[src/rtl/mac_array_seq_if.sv]
// Command/buffer/array control bundle between the host-side environment and the
// mac-array sequencer. The master side drives commands and buffer readiness; the
// slave side is the sequencer itself.
interface mac_array_seq_if #(
    parameter int unsigned N   = 4,
    parameter int unsigned K_W = 8
);
    localparam int unsigned RW = $clog2(N);

    logic           start;
    logic [K_W-1:0] k_len;
    logic           abort;
    logic           buf_rdy;
    logic           buf_rd_en;
    logic [K_W-1:0] buf_rd_addr;
    logic [N-1:0]   lane_valid;
    logic [N-1:0]   lane_init;
    logic           cap_en;
    logic [RW-1:0]  cap_row;
    logic           busy;
    logic           done;
    logic           err;

    // Host / datapath side
    modport master (
        output start, k_len, abort, buf_rdy,
        input  buf_rd_en, buf_rd_addr, lane_valid, lane_init, cap_en, cap_row,
               busy, done, err
    );

    // Sequencer side
    modport slave (
        input  start, k_len, abort, buf_rdy,
        output buf_rd_en, buf_rd_addr, lane_valid, lane_init, cap_en, cap_row,
               busy, done, err
    );
endinterface

[src/rtl/mac_array_seq.sv]
// Sequencer for an N x N systolic mac grid: issues K operand reads, builds the
// skewed valid/init wavefront, waits for it to flush, then steps row capture.
module mac_array_seq #(
    parameter int unsigned N   = 4,
    parameter int unsigned K_W = 8
) (
    input logic           clk,
    input logic           rst,
    mac_array_seq_if.slave ctrl_io
);
    localparam int unsigned RW = $clog2(N);
    // Shared counter covers both the 2N-cycle flush and the N-cycle drain.
    localparam int unsigned CW = $clog2(2 * N);

    typedef enum logic [2:0] {StIdle, StLoad, StFlush, StDrain, StDone} state_e;

    state_e         state_q, state_d;
    logic [K_W-1:0] addr_q, addr_d;
    logic [K_W-1:0] k_q, k_d;
    logic [CW-1:0]  cnt_q, cnt_d;
    logic [N-1:0]   valid_q, init_q;
    logic           err_q, err_d;
    logic           rd_en;
    logic           clr_skew;
    logic           cap_en;
    logic           done;

    // Next-state, counters and decoded control outputs.
    always_comb begin
        state_d  = state_q;
        addr_d   = addr_q;
        k_d      = k_q;
        cnt_d    = cnt_q;
        err_d    = 1'b0;
        rd_en    = 1'b0;
        clr_skew = 1'b0;
        cap_en   = 1'b0;
        done     = 1'b0;
        case (state_q)
            StIdle: begin
                if (ctrl_io.start) begin
                    if (ctrl_io.k_len != '0) begin
                        k_d     = ctrl_io.k_len;
                        addr_d  = '0;
                        state_d = StLoad;
                    end else begin
                        err_d = 1'b1;
                    end
                end
            end
            StLoad: begin
                rd_en = ctrl_io.buf_rdy;
                if (ctrl_io.abort) begin
                    state_d  = StIdle;
                    clr_skew = 1'b1;
                end else if (rd_en) begin
                    // Compare before incrementing so K = 2^K_W - 1 never wraps.
                    if (addr_q == k_q - K_W'(1)) begin
                        state_d = StFlush;
                        cnt_d   = '0;
                    end else begin
                        addr_d = addr_q + K_W'(1);
                    end
                end
            end
            StFlush: begin
                if (ctrl_io.abort) begin
                    state_d  = StIdle;
                    clr_skew = 1'b1;
                end else if (cnt_q == CW'(2 * N - 1)) begin
                    state_d = StDrain;
                    cnt_d   = '0;
                end else begin
                    cnt_d = cnt_q + CW'(1);
                end
            end
            StDrain: begin
                cap_en = 1'b1;
                if (ctrl_io.abort) begin
                    state_d  = StIdle;
                    clr_skew = 1'b1;
                end else if (cnt_q == CW'(N - 1)) begin
                    state_d = StDone;
                end else begin
                    cnt_d = cnt_q + CW'(1);
                end
            end
            StDone: begin
                done    = 1'b1;
                state_d = StIdle;
            end
            default: state_d = StIdle;
        endcase
    end

    // FSM, address, depth and counter registers.
    always_ff @(posedge clk or posedge rst) begin
        if (rst) begin
            state_q <= StIdle;
            addr_q  <= '0;
            k_q     <= '0;
            cnt_q   <= '0;
            err_q   <= 1'b0;
        end else begin
            state_q <= state_d;
            addr_q  <= addr_d;
            k_q     <= k_d;
            cnt_q   <= cnt_d;
            err_q   <= err_d;
        end
    end

    // Skew wavefront: lane 0 is the read strobe delayed by the buffer latency,
    // each further lane adds one cycle. Zeros shift in whenever no read issues.
    always_ff @(posedge clk or posedge rst) begin
        if (rst) begin
            valid_q <= '0;
            init_q  <= '0;
        end else if (clr_skew) begin
            valid_q <= '0;
            init_q  <= '0;
        end else begin
            valid_q <= {valid_q[N-2:0], rd_en};
            init_q  <= {init_q[N-2:0], rd_en && (addr_q == '0)};
        end
    end

    assign ctrl_io.buf_rd_en   = rd_en;
    assign ctrl_io.buf_rd_addr = addr_q;
    assign ctrl_io.lane_valid  = valid_q;
    assign ctrl_io.lane_init   = init_q;
    assign ctrl_io.cap_en      = cap_en;
    assign ctrl_io.cap_row     = cnt_q[RW-1:0];
    assign ctrl_io.busy        = (state_q != StIdle);
    assign ctrl_io.done        = done;
    assign ctrl_io.err         = err_q;
endmodule

[src/flat_wrapper.sv]
// flat-port wrapper written by rule: the top's interface ports become plain ports
module mac_array_seq_flat 
#(
    parameter int unsigned N   = 4,
    parameter int unsigned K_W = 8
)
  (clk, rst, ctrl_io_start, ctrl_io_k_len, ctrl_io_abort, ctrl_io_buf_rdy, ctrl_io_buf_rd_en, ctrl_io_buf_rd_addr, ctrl_io_lane_valid, ctrl_io_lane_init, ctrl_io_cap_en, ctrl_io_cap_row, ctrl_io_busy, ctrl_io_done, ctrl_io_err);
  mac_array_seq_if #(.N(N), .K_W(K_W)) ctrl_io_i ();
  input logic clk;
  input logic rst;
  input wire logic [$bits(ctrl_io_i.start)-1:0] ctrl_io_start;
  input wire logic [$bits(ctrl_io_i.k_len)-1:0] ctrl_io_k_len;
  input wire logic [$bits(ctrl_io_i.abort)-1:0] ctrl_io_abort;
  input wire logic [$bits(ctrl_io_i.buf_rdy)-1:0] ctrl_io_buf_rdy;
  output wire logic [$bits(ctrl_io_i.buf_rd_en)-1:0] ctrl_io_buf_rd_en;
  output wire logic [$bits(ctrl_io_i.buf_rd_addr)-1:0] ctrl_io_buf_rd_addr;
  output wire logic [$bits(ctrl_io_i.lane_valid)-1:0] ctrl_io_lane_valid;
  output wire logic [$bits(ctrl_io_i.lane_init)-1:0] ctrl_io_lane_init;
  output wire logic [$bits(ctrl_io_i.cap_en)-1:0] ctrl_io_cap_en;
  output wire logic [$bits(ctrl_io_i.cap_row)-1:0] ctrl_io_cap_row;
  output wire logic [$bits(ctrl_io_i.busy)-1:0] ctrl_io_busy;
  output wire logic [$bits(ctrl_io_i.done)-1:0] ctrl_io_done;
  output wire logic [$bits(ctrl_io_i.err)-1:0] ctrl_io_err;
  assign ctrl_io_i.start = ctrl_io_start;
  assign ctrl_io_i.k_len = ctrl_io_k_len;
  assign ctrl_io_i.abort = ctrl_io_abort;
  assign ctrl_io_i.buf_rdy = ctrl_io_buf_rdy;
  assign ctrl_io_buf_rd_en = ctrl_io_i.buf_rd_en;
  assign ctrl_io_buf_rd_addr = ctrl_io_i.buf_rd_addr;
  assign ctrl_io_lane_valid = ctrl_io_i.lane_valid;
  assign ctrl_io_lane_init = ctrl_io_i.lane_init;
  assign ctrl_io_cap_en = ctrl_io_i.cap_en;
  assign ctrl_io_cap_row = ctrl_io_i.cap_row;
  assign ctrl_io_busy = ctrl_io_i.busy;
  assign ctrl_io_done = ctrl_io_i.done;
  assign ctrl_io_err = ctrl_io_i.err;
  mac_array_seq #(.N(N), .K_W(K_W)) u_core (.clk(clk), .rst(rst), .ctrl_io(ctrl_io_i));
endmodule
[config.mk]
export PLATFORM = sky130hd
export DESIGN_NAME = mac_array_seq_flat
export DESIGN_NICKNAME = d
export VERILOG_FILES = /design/src/rtl/mac_array_seq_if.sv /design/src/rtl/mac_array_seq.sv /design/src/flat_wrapper.sv
export SDC_FILE = /design/constraint.sdc
export NUM_CORES = 1
export LEC_CHECK = 0
export CAP_MARGIN = 20
export CORE_ASPECT_RATIO = 1.1
export CORE_MARGIN = 2
export CORE_UTILIZATION = 45
export DETAILED_ROUTE_END_ITERATION = 12
export GPL_ROUTABILITY_DRIVEN = 0
export PLACE_DENSITY = 0.74
export REMOVE_ABC_BUFFERS = 1
export SLEW_MARGIN = 20
export SYNTH_ARGS = -nofsm -noshare
export SYNTH_HDL_FRONTEND = slang
export SYNTH_SLANG_ARGS = --single-unit
[constraint.sdc]
create_clock -name clk -period 2 [get_ports clk]
set_input_delay 0.4 -clock clk [delete_from_list [all_inputs] [get_ports clk]]
set_output_delay 0.4 -clock clk [all_outputs]
set_load 0.05 [all_outputs]
-- After elaboration in Yosys (flattened, before gate mapping)
Cells that the tools add are included.
- output and inout port bits: 23
- word-level logic and storage cells: 76
- input port bits: 13
- register bits after elaboration: 31
- eq/ne operators: 20
- $add $sub $neg: 3
- muxes and demuxes: 34
- reduce and logical (&&, ||, !) cells: 12
- operators by type and width (kind ; number):
    $mux W3 ; 16
    $mux W8 ; 5
    $pmux W8 S2 ; 1
    $ne A2 B2 Y1 const B ; 7
    $pmux W3 S4 ; 1
    $reduce_and A6 Y1 ; 2
    $eq A3 B2 Y1 const B ; 3
    $ne A3 B2 Y1 const B ; 3
    $pmux W3 S3 ; 1
    $add A8 B1 Y8 const B ; 1
    $eq A8 B8 Y1 ; 1
    $logic_not A8 Y1 ; 1
    $mux W1 ; 8
    $mux W4 ; 2
    $reduce_bool A8 Y1 ; 1
    $sub A8 B1 Y8 const B ; 1
    $reduce_and A7 Y1 ; 1
    $eq A3 B3 Y1 const B ; 2
    $reduce_bool A3 Y1 ; 2
    $ne A2 B1 Y1 const B ; 2
    $add A3 B1 Y3 const B ; 1
    $eq A3 B1 Y1 const B ; 1
    $logic_not A3 Y1 ; 1
    $ne A3 B3 Y1 const B ; 1
    other kinds (4) ; 4

-- Logic depth before layout (Yosys ltp)
- word-level depth: 6
- mapped depth: 9
- mapped depth without buffers: 8

-- Worst setup path after synthesis
Ideal clock, no wire load.
- path kind: reg-to-reg
- start: reg u_core.k_q[0]
- end: reg u_core.cnt_q[1]
- stages on the path, launching flop included: 10
- slack: -240 ps
- data required time: 1861 ps
- setup time: 139 ps
- arrival time: 2101 ps
- path through: dfrtp_1 -> inv_1 -> ha_1 -> buf_2 -> o21ba_1 -> a221oi_2 -> a41oi_2 -> nor3_4 -> nor2_1 -> or4b_1
- longest elaborated chain between the ends: 4
- ends and longest elaborated chain (element ; line ; text):
    start: declaration ; mac_array_seq.sv:19 ; logic [K_W-1:0] k_q, k_d;
    start signal: assignment ; mac_array_seq.sv:107 ; k_q <= k_d;
    $sub A8 B1 Y8 ; mac_array_seq.sv:58 ; if (addr_q == k_q - K_W'(1)) begin
    $eq A8 B8 Y1 ; mac_array_seq.sv:58 ;
    $ne A2 B1 Y1 (no source line) ; -- ;
    $reduce_and A7 Y1 (no source line) ; -- ;
    end signal: assignment ; mac_array_seq.sv:108 ; cnt_q <= cnt_d;
    end: declaration ; mac_array_seq.sv:20 ; logic [CW-1:0] cnt_q, cnt_d;
Every way passes these cells.
A chain may end at the register's enable or synchronous reset.

-- Worst setup path after layout
Ends and elaborated chain as after synthesis.

==> flow_metrics.tcl <==
set metrics [dict create \
    setup_slack_ns -0.0782 \
    grt_pass1_vias 1589 \
    final_cell_area_um2 2690 \
    p_seq_share_pct 25.6 \
    worstPathRequired_ns 2.15 \
    max_slew_margin_pct 65.7 \
    ys_async_sr_fraction_pct 100 \
    yosys.area_share.simple_pct 26.3 \
    dieArea_um2 4610 \
    syn_to_final_growth_pct 46.4 \
    cts_tree "done" \
    synth_fa_ha_area_share_pct 4.08 \
    syn_area_per_cell_um2 9.10 \
    wl_per_cell_um 13.1 \
    power_frac_comb_pct 60.8 \
    clk_pin_slew_ns 0.07 \
    drc 0 \
    synth_area_leaders "dfrtp_1 (42%), nand2_1 (8.2%), mux2i_1 (4.9%), ha_1 (4.1%), a211oi_1 (3.3%)" \
    synth_compound_area_share_pct 12.7 \
    place_area_um2 2490 \
    finalSetupViolCount 6 \
    yosysWarnings 0 \
    reg2reg_to "u_core.cnt_q[1]$_DFFE_PP0P_" \
    antennaDiodeCount 0 \
    p_leak_uw 0.00125 \
    synthFlopType "dfrtp_1" \
    root_buffer "clkbuf_8" \
    netlist_instances 202 \
    violations "setup timing" \
    power_density_nw_per_um2 1340 \
    start_util_pct 46.7 \
    finalClockSkew_ns 0.00523 \
    fp.dieW_um 64.9 \
    cp.arrival_ns 2.23 \
    synth_top_area_share_pct 42.2 \
    vias 1676 \
    drtAntennaViolNets 0 \
    overflow 0 \
    hold_path.class "flop to flop" \
    drive_gt1_share_pct 29.6 \
    rsz0062_at_grt "true" \
    io_buffers 35 \
    synth_area_um2 1840 \
    place_inst 317 \
    fmax_mhz 481 \
    ys_seq_elements 31 \
    grt_pass1_wl_um 7340 \
    pwr-share-clk_pct 13.5 \
    numClockSinks 31 \
    rrSetupSlack_ns -0.08 \
    p_int_uw 2010 \
    start_kind "flop" \
    grt_use_total_pct 20.8 \
    synthXorXnorAreaFrac_pct 4.77 \
    synth_cell_type_count 41 \
    cts_buffers 5 \
    nets 295 \
    critPathKind "flop to flop" \
    hold_violations 0 \
    finalCriticalPeriod_ns 2.08 \
    via_per_inst 5.09 \
    routed_wl_um 4330 \
    muxShareOfSynthArea_pct 4.90 \
    end_kind "flop" \
    first_iter_violations 59 \
    switching_power_uw 1600 \
    synth_edf_count 0 \
    synth_top_family_by_area "simple AND/OR/NAND/NOR gates" \
    reg2reg_depth 8 \
    ir_worst_vdd_v 0.00100 \
    cts_buffer_depth 2 \
    maxSlewViolCount 0 \
    yosys.area.top_type "dfrtp_1" \
    hpwl_um 3130 \
    cp_max_fo 6 \
    clock_latency_ns 0.29 \
    fin_crit_sh_pct 104 \
    die_h_um 71.0 \
    h-tree-depth 2 \
    worstSetupEndpoint "u_core.cnt_q[1]$_DFFE_PP0P_" \
    cap_violations 0 \
    tightest_slew_ns 0.513 \
    seq_area_frac_synth_pct 42.2 \
    critPathLaunch "u_core.k_q[0]$_DFFE_PP0P_" \
    switching_share_pct 44.3 \
    pin_count 36 \
    fin_total_pwr_uw 3610 \
    r2r_start "u_core.k_q[0]$_DFFE_PP0P_" \
    grt_antenna_before_repair 0 \
    row_count 24 \
    core_um2 3930 \
    final_cells 329 \
    run_status "finished, violations left" \
    drtPass1Iterations 4 \
    grt_max_degree 32 \
    place_ws_ns -0.142 \
    setup_tns_ns -0.139 \
    cts_hold_buf 0 \
]
Yosys cell counts (all sizes together) (2+ instances only):
cell,n
nand2,40
dfrtp,31
nor2,12
inv,10
a21oi,9
mux2i,9
a211oi,8
buf,7
nand2b,7
nor2b,7
o21ai,7
ha,6
xor2,6
nand3,5
nor3,5
and2,4
xnor2,4
nor3b,3
nor4,3
and3,2
clkbuf,2
nand4,2
nor4b,2
o21bai,2
cells in the final DEF (no fill, tap or decap), types with 3 or more instances in the layout:
master | netlist | layout
a211oi_2 | 0 | 5
nand3_1 | 5 | 5
a21oi_1 | 9 | 7
ha_1 | 6 | 5
nand2b_1 | 7 | 7
xnor2_1 | 4 | 4
inv_1 | 10 | 8
clkdlybuf4s50_1 | 0 | 22
o21ai_0 | 6 | 6
nand2_1 | 40 | 40
buf_12 | 0 | 4
nor2_1 | 12 | 12
nor2b_1 | 7 | 6
dfrtp_1 | 31 | 31
buf_4 | 2 | 49
and2_1 | 3 | 3
nor3_1 | 4 | 4
mux2i_1 | 9 | 9
xor2_1 | 6 | 6
clkbuf_8 | 0 | 5
registers in the layout, summed over array words and instances, names as in the netlist:
signal and cells:
u_core.ctrl_io.lane_valid 4, u_core.ctrl_io.buf_rd_addr 8, u_core.ctrl_io.err 1, u_core.k_q 8, u_core.ctrl_io.lane_init 4, u_core.state_q 3, u_core.cnt_q 3
routing by layer:
layer | wire (um) | track usage [%] | share of wire (%) | up-vias
met2 | 2130 | 34.2 | 49 | 35
met5 | 0 | 0 | 0 | -
met4 | 55 | 6.86 | 1.3 | 0
li1 | - | - | - | 844
met1 | 1930 | 26.6 | 45 | 791
met3 | 206 | 5.41 | 4.8 | 6
kinds of logic after synthesis:
logic type,Yosys count
and+or+nand+nor,94
AOI/OAI and AO/OA,33
DFF,31
buffers and inverters,19
xor gates and xnor gates,10
muxes,9
adders and majority gates,6
power by group through the flow:
stage	clock network (uW)	registers [uW]	logic, uW
final	489	926	2200
after global routing	535	950	2400
after CTS	500	924	2100
after detailed placement	0	915	1990
after global placement	0	916	1950
after floorplan	0	1170	951
per-stage QoR:
step,util (%),hold slack (ns)
floorplan,-,0.465
global placement,63.4,0.474
detailed placement,63.4,0.484
CTS,67.3,0.501
global route,68.4,0.519
finish,68.4,0.486
worst max-delay path, cell delays in order (launching register included):
cell      delay [ns]
dfrtp_1         0.37
inv_2           0.06
ha_4            0.18
o21bai_1        0.15
a211oi_1        0.30
a311oi_2        0.09
o21ai_2         0.21
nor2_1          0.07
or4b_1          0.51
repair_timing:
action	CTS	global route
pin swaps	1	3
endpoints found under the setup margin	12	13
resized for setup	14	3
buffers inserted	0	4
worst min-delay path by stage:
stage / cells past startpoint / end / slack [ns] / startpoint
3_3_place_gp: 1 / u_core.ctrl_io.lane_valid[1]$_DFF_PP0_ / 0.47 / u_core.ctrl_io.lane_valid[0]$_DFF_PP0_
2_1_floorplan: 2 / u_core.k_q[7]$_DFFE_PP0P_ / 0.47 / u_core.k_q[7]$_DFFE_PP0P_
3_5_place_dp: 1 / u_core.ctrl_io.lane_valid[2]$_DFF_PP0_ / 0.48 / u_core.ctrl_io.lane_valid[1]$_DFF_PP0_
6_report: 1 / u_core.ctrl_io.lane_valid[1]$_DFF_PP0_ / 0.49 / u_core.ctrl_io.lane_valid[0]$_DFF_PP0_
4_1_cts: 1 / u_core.ctrl_io.lane_valid[2]$_DFF_PP0_ / 0.50 / u_core.ctrl_io.lane_valid[1]$_DFF_PP0_
5_1_grt: 1 / u_core.ctrl_io.lane_init[3]$_DFF_PP0_ / 0.52 / u_core.ctrl_io.lane_init[2]$_DFF_PP0_
area by class of cell:
type / count / area [um2]
sequential: 31 / 776
timing repair buffer: 76 / 679
multi-input combinational: 152 / 1040
clock inverter: 3 / 20.0
tap: 52 / 65.1
inverter: 10 / 37.5
fill: 325 / 1240
clock buffer: 5 / 68.8
Power figures use the tool's default switching activity.
